--- src/rtl/day_of_year_calc.sv ---
// Calendar date to ordinal day-of-year (1..366) with one-cycle registered latency.
// Optional registered leap flag output enabled by defining DAYOFYR_LEAP_FLAG_EN.
module day_of_year_calc #(
  parameter int CALENDER = 0
) (
  input  logic        clk,
  input  logic        rst,
  input  logic [5:0]  dayOfMonth,
  input  logic [3:0]  month,
  input  logic [10:0] year,
  output logic [8:0]  dayOfYear,
  output logic        valid
`ifdef DAYOFYR_LEAP_FLAG_EN
  ,
  output logic        isLeap
`endif
);

  localparam int unsigned DOY_W  = 9;
  localparam int unsigned DAY_W  = 6;
  localparam int unsigned YEAR_W = 11;
  localparam bit          JULIAN = (CALENDER == 1);

  logic             div4_c;
  logic             div100_c;
  logic             div400_c;
  logic             leap_c;
  logic [DOY_W-1:0] cum_c;
  logic [DAY_W-1:0] mlen_c;
  logic             month_ok_c;
  logic             date_ok_c;

  logic [DOY_W-1:0] doy_d, doy_q;
  logic             valid_d, valid_q;

  // 100 = 4*25 and 400 = 16*25, so only one true constant modulo is needed.
  assign div4_c   = (year[1:0] == 2'b00);
  assign div100_c = div4_c && ((year % YEAR_W'(25)) == YEAR_W'(0));
  assign div400_c = div100_c && (year[3:2] == 2'b00);
  assign leap_c   = JULIAN ? div4_c : (div4_c && (!div100_c || div400_c));

  // Days preceding the month, leap day folded in from March onward.
  always_comb begin
    cum_c = '0;
    unique case (month)
      4'd1:    cum_c = DOY_W'(0);
      4'd2:    cum_c = DOY_W'(31);
      4'd3:    cum_c = DOY_W'(59);
      4'd4:    cum_c = DOY_W'(90);
      4'd5:    cum_c = DOY_W'(120);
      4'd6:    cum_c = DOY_W'(151);
      4'd7:    cum_c = DOY_W'(181);
      4'd8:    cum_c = DOY_W'(212);
      4'd9:    cum_c = DOY_W'(243);
      4'd10:   cum_c = DOY_W'(273);
      4'd11:   cum_c = DOY_W'(304);
      4'd12:   cum_c = DOY_W'(334);
      default: cum_c = '0;
    endcase
    if (leap_c && (month >= 4'd3)) begin
      cum_c = cum_c + DOY_W'(1);
    end
  end

  always_comb begin
    mlen_c = '0;
    unique case (month)
      4'd1, 4'd3, 4'd5, 4'd7, 4'd8, 4'd10, 4'd12: mlen_c = DAY_W'(31);
      4'd4, 4'd6, 4'd9, 4'd11:                    mlen_c = DAY_W'(30);
      4'd2:    mlen_c = leap_c ? DAY_W'(29) : DAY_W'(28);
      default: mlen_c = '0;
    endcase
  end

  assign month_ok_c = (month >= 4'd1) && (month <= 4'd12);
  assign date_ok_c  = month_ok_c && (dayOfMonth != '0) && (dayOfMonth <= mlen_c);

  always_comb begin
    doy_d   = '0;
    valid_d = date_ok_c;
    if (date_ok_c) begin
      doy_d = cum_c + DOY_W'(dayOfMonth);
    end
  end

  always_ff @(posedge clk or posedge rst) begin
    if (rst) begin
      doy_q   <= '0;
      valid_q <= 1'b0;
    end else begin
      doy_q   <= doy_d;
      valid_q <= valid_d;
    end
  end

  assign dayOfYear = doy_q;
  assign valid     = valid_q;

`ifdef DAYOFYR_LEAP_FLAG_EN
  logic leap_d, leap_q;

  // Reflects the sampled year even when the date itself is illegal.
  assign leap_d = leap_c;

  always_ff @(posedge clk or posedge rst) begin
    if (rst) begin
      leap_q <= 1'b0;
    end else begin
      leap_q <= leap_d;
    end
  end

  assign isLeap = leap_q;
`endif

endmodule

--- config.mk ---
export PLATFORM = sky130hd
export DESIGN_NAME = day_of_year_calc
export DESIGN_NICKNAME = d
export VERILOG_FILES = /design/src/rtl/day_of_year_calc.sv
export SDC_FILE = /design/constraint.sdc
export NUM_CORES = 1
export LEC_CHECK = 0
export ABC_AREA = 1
export ABC_CLOCK_PERIOD_IN_PS = 800
export CAP_MARGIN = 25
export CORE_MARGIN = 5
export CORE_UTILIZATION = 50
export DETAILED_ROUTE_END_ITERATION = 7
export HOLD_SLACK_MARGIN = 0.08
export PLACE_DENSITY = 0.74
export SYNTH_ARGS = -nofsm -noshare
export SYNTH_HDL_FRONTEND = slang
export SYNTH_SLANG_ARGS = --single-unit
export TNS_END_PERCENT = 50
--- constraint.sdc ---
create_clock -name clk -period 0.8 [get_ports clk]
set_input_delay 0.16 -clock clk [delete_from_list [all_inputs] [get_ports clk]]
set_output_delay 0.16 -clock clk [all_outputs]
set_load 0.005 [all_outputs]
After elaboration in Yosys (flattened, before gate mapping). Memories as Yosys holds them, arrays and structs flattened. Index checks and enable logic that the tools add are counted.

Register bits: 10. Bits in read-only memories: 144. Memories: 1.

Memories: (name not given) (words 16, bits a word 9, read ports 1, clocked after Yosys merged registers in 0, write ports 0, RTL line 45) `unique case (month)`.

Add/sub/neg operators: 2. Divide/modulo/power cells: 1. Order comparisons: 4. Equal/unequal tests: 12. Muxes and demuxes: 4. Reductions and logical operators: 15.

Operators by type and width (number): $eq A4 B4 Y1 const B (5); $mux W9 (2); $eq A4 B3 Y1 const B (4); $pmux W5 S3 (1); $logic_not A11 Y1 (1); $mod A11 B5 Y11 const B (1); $add A9 B1 Y9 const B (1); $add A9 B6 Y9 (1); $eq A4 B2 Y1 const B (2); $logic_and A1 B1 Y1 (7); $reduce_or A7 Y1 (1); $le A6 B6 Y1 (1); $reduce_bool A6 Y1 (1); $eq A4 B1 Y1 const B (1); $ge A4 B1 Y1 const B (1); $ge A4 B2 Y1 const B (1); $le A4 B4 Y1 const B (1); $logic_not A2 Y1 (2); $reduce_or A4 Y1 (1); $logic_not A1 Y1 (1); $logic_or A1 B1 Y1 (1); $mux W1 (1).

Depth between registers and ports, before layout. Gate-level depths: netlist of the first run.

Depth in word-level cells: 11. Gate-level depth with buffers: 56. Mapped depth without buffers: 56.

Least setup slack after synthesis of the first run. No wires, ideal clock.

Kind: input port to flip-flop. From: in year[7]. To: reg doy_q[5] (netlist: dayOfYear[5]). Arrival time: 5.128 ns. Path slack: -4.405 ns. Stages on the path: 41. Path buffers: 0. Cell sequence: nor2_1 nand2_1 nand3_1 nand4_2 nand2_2 nand2_2 nand2_2 nand4_1 nand2_1 nand2_2 nand2_1 nand2_1 nor2_2 nand2_2 nand2_4 nand2_2 nand2_2 nor2_4 [5 not listed] nand2_4 nand3_1 nand2_1 ha_1 nand3_1 nand3_1 nand2_1 nand2_1 nor2_1 nand2_1 inv_2 nand3_4 a31o_2 ha_1 nand4_1 a2111oi_0 o21ai_0 nor2_1.

Cells in the longest elaborated chain, start to end: 11. Elaborated cells between the ends (all ways): 15. Those cells by class: add/sub (1); div (1); order compare (1); mux (4); reduce/logical (8).

RTL lines: start: declaration (RTL line 10) `input logic [10:0] year,`; $mod A11 B5 Y11 (*) (RTL line 38) `assign div100_c = div4_c && ((year % YEAR_W'(25)) == YEAR_W'(0));`; $logic_not A11 Y1 (*) (RTL line 38); $logic_and A1 B1 Y1 (*) (RTL line 38); $logic_not A1 Y1 or $logic_and A1 B1 Y1 (tied branches) (RTL line 40, 39); $logic_or A1 B1 Y1 (*) (RTL line 40) `assign leap_c = JULIAN ? div4_c : (div4_c && (!div100_c || div400_c));`; $logic_and A1 B1 Y1 (*) (RTL line 40); $mux W1 (*) (RTL line 70) `4'd2: mlen_c = leap_c ? DAY_W'(29) : DAY_W'(28);`; $pmux W5 S3 (*) (RTL line 67) `unique case (month)`; $le A6 B6 Y1 (*) (RTL line 76) `assign date_ok_c = month_ok_c && (dayOfMonth != '0) && (dayOfMonth <= mlen_c);`; $logic_and A1 B1 Y1 (*) (RTL line 76); net date_ok_c (RTL line 31) `logic date_ok_c;`; $mux W9 (*) (RTL line 81) `if (date_ok_c) begin`; net doy_d[5] (RTL line 33) `logic [DOY_W-1:0] doy_d, doy_q;`; end signal: assignment (RTL line 91) `doy_q <= doy_d;`; end: declaration (RTL line 33).

The timed path passes the listed nets; every way through them passes the cells marked *.

Worst setup path in the final report of the first run.
From: in year[7]. To: reg doy_q[8] (netlist: dayOfYear[8]).

Cells in the longest elaborated chain, start to end: 11. Elaborated cells between the ends (all ways): 15. Those cells by class: add/sub (1); div (1); order compare (1); mux (4); reduce/logical (8).

RTL lines (RTL line): $mod A11 B5 Y11 (*) (38); $logic_not A11 Y1 (*) (38); $logic_and A1 B1 Y1 (*) (38); $logic_not A1 Y1 or $logic_and A1 B1 Y1 (tied branches) (40, 39); $logic_or A1 B1 Y1 (*) (40); $logic_and A1 B1 Y1 (*) (40); $mux W1 (70); $pmux W5 S3 (67); $le A6 B6 Y1 (76); $logic_and A1 B1 Y1 (76); $mux W9 (*) (81); net doy_d[8] (33).

Marked as above.

==> results of run 1 <==
-- power by group through the flow --
stage / logic (uW) / clock network, uW / registers (uW)
after floorplan: 4230 / 0 / 607
after detailed placement: 6340 / 0 / 599
final: 9760 / 690 / 600
after global routing: 10200 / 699 / 600
after global placement: 6170 / 0 / 595
after CTS: 7140 / 639 / 591
-- cell usage after synthesis (6+ instances only) --
library cell	instances
a21oi_1	11
dfrtp_1	10
ha_1	24
inv_1	63
inv_2	9
nand2_1	90
nand2_2	18
nand2_4	6
nand3_1	43
nand4_1	11
nor2_1	46
o21ai_0	12
o21ai_1	7
xor2_1	6
-- layout make-up --
type,count,share of cell area [%]
Clock buffer,4,1.23
Inverter,72,6.16
Multi-Input combinational cell,322,56.0
Sequential cell,10,5.60
Tap cell,67,1.88
Timing Repair Buffer,164,29.1
-- repair_timing --
action / CTS / global route
endpoints found under the hold margin: 0 / 0
pin swaps: 53 / 65
hold buffers: 0 / 0
endpoints found under the setup margin: 20 / 20
gates resized for setup: 93 / 83
buffers inserted: 16 / 15
-- through the flow --
stage | hold WS (ns) | power, uW
after global routing | 0.211 | 11500
after floorplan | 0.000178 | 4840
after global placement | 0.465 | 6770
after CTS | 0.213 | 8370
final | 0.202 | 11100
after detailed placement | 0.465 | 6940
-- registers in the layout, summed over array words and instances, names as in the netlist --
register   flops
dayOfYear      9
valid          1
-- metal layers --
layer	track usage, %	up-vias	share of wire, %
li1	-	1672	-
met3	3.16	176	11
met2	55.3	465	45
met4	8.45	0	9.5
met5	0	-	0
met1	31.5	1834	34
-- kinds of logic (layout without fill, tap and decap cells) --
family                   count (synthesis)  in the layout  synth area share, %
AO/OA/AOI/OAI                           52             52                 13.1
XOR/XNOR                                 9              9                 3.24
multiplexers                             1              1                0.411
AND/OR/NAND/NOR                        235            235                 48.4
buffers and inverters                   74            240                 11.5
flip-flops                              10             10                 10.3
adder cells (fa/ha/maj)                 25             25                 13.1
-- cells in the final DEF (no fill, tap or decap), drive strengths merged, types with 2 or more instances in the layout --
| cell | instances |
|---|---|
| buf | 138 |
| nand2 | 114 |
| inv | 72 |
| nor2 | 50 |
| nand3 | 47 |
| ha | 24 |
| o21ai | 20 |
| clkdlybuf4s50 | 16 |
| nand4 | 15 |
| clkbuf | 13 |
| a21oi | 12 |
| dfrtp | 10 |
| xor2 | 6 |
| o211ai | 4 |
| nor3 | 3 |
| xnor2 | 3 |
| a21boi | 2 |
| o21bai | 2 |
| a22oi | 2 |
| or2 | 2 |
| o22ai | 2 |
| a211oi | 2 |
| nand3b | 2 |
-- path summary, 6_finish.rpt --
path | start | end
hold / removal | rst | dayOfYear[4]
min in group clk | dayOfMonth[0] | dayOfYear[0]
max in group asynchronous | rst | dayOfYear[5]
setup / recovery | year[7] | dayOfYear[8]
==> impl_metrics.tcl, run 1 <==
set metrics [dict create \
    status "finished with violations" \
    failed_checks "DRC, setup timing" \
    clock-sinks 10 \
    overflow 0 \
    gp_congestion 0.920 \
    yosysTopAreaCellShare_pct 13.9 \
    clk_pin_slew_ns 0.05 \
    synth_area_leader_cell "nand2_1" \
    pwr-share-seq_pct 5.4 \
    fp-row-count 25 \
    vias_per_cell 6.49 \
    power_density_nw_per_um2 2470 \
    numCtsBuffers 3 \
    cts_tree "yes" \
    fill_cells 141 \
    drc 2 \
    swShare_pct 56.0 \
    syn_inst 406 \
    worstSetupPathType "in2reg" \
    crit_arrival_ns 6.56 \
    antenna_cells 0 \
    relSlewSlack_pct 62.2 \
    worst_setup_path_start_kind "input pin" \
    tns_ns -52.56 \
    async_reset_ff_share_pct 100 \
    grt_usage_pct 28.3 \
    layout_setup_ws_ns -5.62 \
    fin_area_um2 4470 \
    die_area_um2 6370 \
    p_leak_uw 0.00233 \
    p_int_uw 4870 \
    antenna_left 0 \
    dpl-instance-area_um2 3750 \
    net-switching-power_uw 6190 \
    fin_util_pct 94.6 \
    io_buffers 32 \
    fmax_mhz 156 \
    grt_pass1_wl_um 14700 \
    hold_path_class "in2async" \
    grt_pass1_vias 3390 \
    cts_max_path_buffers 2 \
    fin_crit_ns 6.42 \
    cp_data_required_time_ns 0.94 \
    fp.dieH_um 79.8 \
    h-tree-depth 1 \
    core_area_um2 4720 \
    synth_ff_type "dfrtp_1" \
    wl_per_cell_um 21.2 \
    critPathSlowestCell "fa_2" \
    ir_drop_mv 1.76 \
    grt_max_degree 11 \
    slowest_delay_ns 0.41 \
    syn-num-nets 454 \
    p_comb_share_pct 88.3 \
    seq_area_um2 250 \
    initial_core_util_pct 51.6 \
    drive_gt1_share_pct 51.7 \
    critPathMaxFanout 4 \
    synth-edff-count 0 \
    crit_top_cell "nand2_4" \
    dp_slack_ns -5.01 \
    cp-end-kind "flop" \
    drt_iter0_drc 577 \
    tightest_slew_ns 0.560 \
    crit_buf_inv 10 \
    hold_viol 0 \
    synth_cell_types 44 \
    yosysSeqAreaShare_pct 10.3 \
    place_hpwl_um 5900 \
    stdcell_count 639 \
    synthesis.yosys.warnings 0 \
    rsz0062_at_grt "true" \
    fin_crit_sh_pct 802 \
    finalSetupViolations 20 \
    avgSynthCellArea_um2 6.00 \
    drt-pass1-iter-count 8 \
    p_clk_share_pct 6.2 \
    synth.area.top_cells "nand2_1, ha_1, dfrtp_1, inv_1, nand3_1" \
    cp_top_family "simple AND/OR/NAND/NOR gates" \
    dp.cells 604 \
    cts-root-buf "clkbuf_8" \
    ios 33 \
    antenna_found_initial 0 \
    cp.depth 49 \
    syn_area_um2 2440 \
    multiInputGateArea_um2 2500 \
    maxCapViolations 0 \
    nets 621 \
    wl_um 13600 \
    area_delta_synth_final_pct 83.5 \
    die_w_um 79.8 \
    via_count 4147 \
    slew_violations 0 \
    ys_ff_latch 10 \
]
No activity file was read; power rests on OpenSTA's default activity.
==> run 2, diff against run 1 <==
--- a/config.mk
+++ b/config.mk
@@ -11,6 +11,7 @@
 export CORE_MARGIN = 5
 export CORE_UTILIZATION = 50
 export DETAILED_ROUTE_END_ITERATION = 7
+export GPL_ROUTABILITY_DRIVEN = 0
 export HOLD_SLACK_MARGIN = 0.08
 export PLACE_DENSITY = 0.74
 export SYNTH_ARGS = -nofsm -noshare
==> constraint.sdc (replaced) <==
create_clock -name clk -period 0.8 [get_ports clk]
set_input_delay 0.08 -clock clk [delete_from_list [all_inputs] [get_ports clk]]
set_output_delay 0.08 -clock clk [all_outputs]
set_load 0.005 [all_outputs]
==> run 2 against run 1 <==
Net effect:
- the run still ends with DRC, setup timing left
- global-route usage shrank 0.62 points
- clock-buffer cell count is the same
- first-iteration DRC count grew 2.6%
- non-clock buffer count shrank 1
- critical path depth grew 1
- largest power group unchanged
==> impl_metrics.tcl, run 2 (synthesis gave the netlist of run 1 again) <==
set metrics [dict create \
    cp_data_required_time_ns 0.95 \
    antenna_left 0 \
    critPathMaxFanout 6 \
    grt_usage_pct 27.7 \
    grt_pass1_wl_um 14500 \
    fin_util_pct 93.3 \
    fin_crit_ns 6.18 \
    p_clk_share_pct 5.9 \
    overflow 0 \
    status "finished with violations" \
    largest_register_ffs 9 \
    net-switching-power_uw 6120 \
    pwr-share-seq_pct 5.4 \
    final_common_cell "buf_4" \
    p_comb_share_pct 88.7 \
    p_leak_uw 0.00230 \
    power_density_nw_per_um2 2470 \
    maxCapViolations 0 \
    io_buffers 32 \
    hold_ws_ns 0.131 \
    ios 33 \
    fmax_mhz 162 \
    fp.dieH_um 79.8 \
    numCtsBuffers 3 \
    p_int_uw 4780 \
    cts-root-buf "clkbuf_8" \
    cts_tree "yes" \
    finalSetupViolations 13 \
    ir_drop_mv 1.62 \
    seq_area_um2 250 \
    failed_checks "DRC, setup timing" \
    clock-sinks 10 \
    drt-pass1-iter-count 8 \
    crit_end "dayOfYear[6]" \
    slew_violations 0 \
    via_count 4065 \
    wl_per_cell_um 20.3 \
    h-tree-depth 1 \
    antenna_cells 0 \
    die_area_um2 6370 \
    hold_path_class "in2async" \
    nets 620 \
    die_w_um 79.8 \
    grt_max_degree 11 \
    place_hpwl_um 5800 \
    clk_pin_slew_ns 0.05 \
    drive_gt1_share_pct 49.9 \
    drc 1 \
    fin_crit_sh_pct 772 \
    wl_um 13000 \
    tightest_slew_ns 0.512 \
    vias_per_cell 6.37 \
    antenna_found_initial 0 \
    multiInputGateArea_um2 2480 \
    rsz0062_at_grt "true" \
    grt_pass1_vias 3405 \
    fill_cells 167 \
    crit_top_cell "nand2_2" \
    swShare_pct 56.1 \
    final_cell_mix "buf_4, nand2_1, inv_1" \
    cts_max_path_buffers 2 \
    slowest_delay_ns 0.27 \
    drt_iter0_drc 592 \
    crit_arrival_ns 6.33 \
    fp-row-count 25 \
    area_delta_synth_final_pct 80.8 \
    cp-startpoint "year[6]" \
    worstSetupPathType "in2reg" \
    hold_viol 0 \
    core_area_um2 4720 \
    initial_core_util_pct 51.6 \
    critPathSlowestCell "ha_4" \
    cp-end-kind "flop" \
    worst_setup_path_start_kind "input pin" \
    layout_setup_ws_ns -5.38 \
    relSlewSlack_pct 65.5 \
]
-- run 2: cell count changes in the layout (fill, tap and decap cells not counted), moves of 3 or more --
| cell | before | now |
|---|---|---|
| inv_2 | 19 | 15 |
| nand2_1 | 65 | 72 |
| nand2_4 | 26 | 19 |
| buf_2 | 3 | 8 |
| buf_6 | 9 | 6 |
| inv_1 | 51 | 54 |
| clkbuf_2 | 9 | 5 |
-- run 2: worst min path at each step --
| stage | from | end | slack, ns | cells after the start |
|---|---|---|---|---|
| finish | rst | dayOfYear[1] | 0.13 | 2 |
| global route | rst | dayOfYear[1] | 0.18 | 2 |
| floorplan | rst | dayOfYear[0] | -0.08 | 1 |
| global placement | rst | valid | 0.36 | 2 |
| CTS | rst | dayOfYear[1] | 0.14 | 2 |
| detailed placement | rst | dayOfYear[8] | 0.39 | 2 |
-- run 2: what timing repair did --
action,in CTS,in global routing
pin swaps,61,55
hold buffers,0,0
cloned,0,0
buffers inserted,16,15
setup endpoints to repair,20,19
gates resized for setup,105,61
-- run 2: layout make-up --
class                           instances  area share (%)
Tap cell                               67            1.90
Sequential cell                        10            5.68
Multi-Input combinational cell        322            56.2
Inverter                               72            6.31
Timing Repair Buffer                  163            28.7
Clock buffer                            4            1.25
-- run 2: power groups by stage --
stage	combinational, uW	clock, uW	sequential [uW]
after floorplan	4230	0	607
after global placement	6170	0	595
after detailed placement	6330	0	598
after CTS	7130	634	590
after global routing	10100	673	592
final	9670	644	590
-- run 2: per-stage QoR --
| step | setup TNS, ns | worst slack, ns | cells | cell area [um2] | power, uW |
|---|---|---|---|---|---|
| 3_5_place_dp | -48.30 | -4.94 | 603 | 3730 | 6930 |
| 3_3_place_gp | -46.76 | -4.82 | 603 | 3730 | 6760 |
| 5_1_grt | -51.83 | -5.54 | 638 | 4410 | 11400 |
| 2_1_floorplan | -36.41 | -3.87 | 406 | 2590 | 4840 |
| 6_report | -50.29 | -5.38 | 638 | 4410 | 10900 |
| 4_1_cts | -42.25 | -4.30 | 623 | 4080 | 8360 |
-- run 2: per-layer routing --
layer	global-route usage (%)	up-vias	routed length, um
li1	-	1667	-
met1	30.5	1807	4390
met2	52.6	415	5880
met3	3.72	176	1430
met4	11.1	0	1280
met5	0	-	0
-- run 2: critical path: cells and delay by family --
kind / cells / cell delay [ns]
AO/OA/AOI/OAI: 8 / 1.36
adder cells (fa/ha/maj): 2 / 0.49
AND/OR/NAND/NOR: 30 / 3.32
buffers and inverters: 9 / 0.89
XOR/XNOR: 1 / 0.15
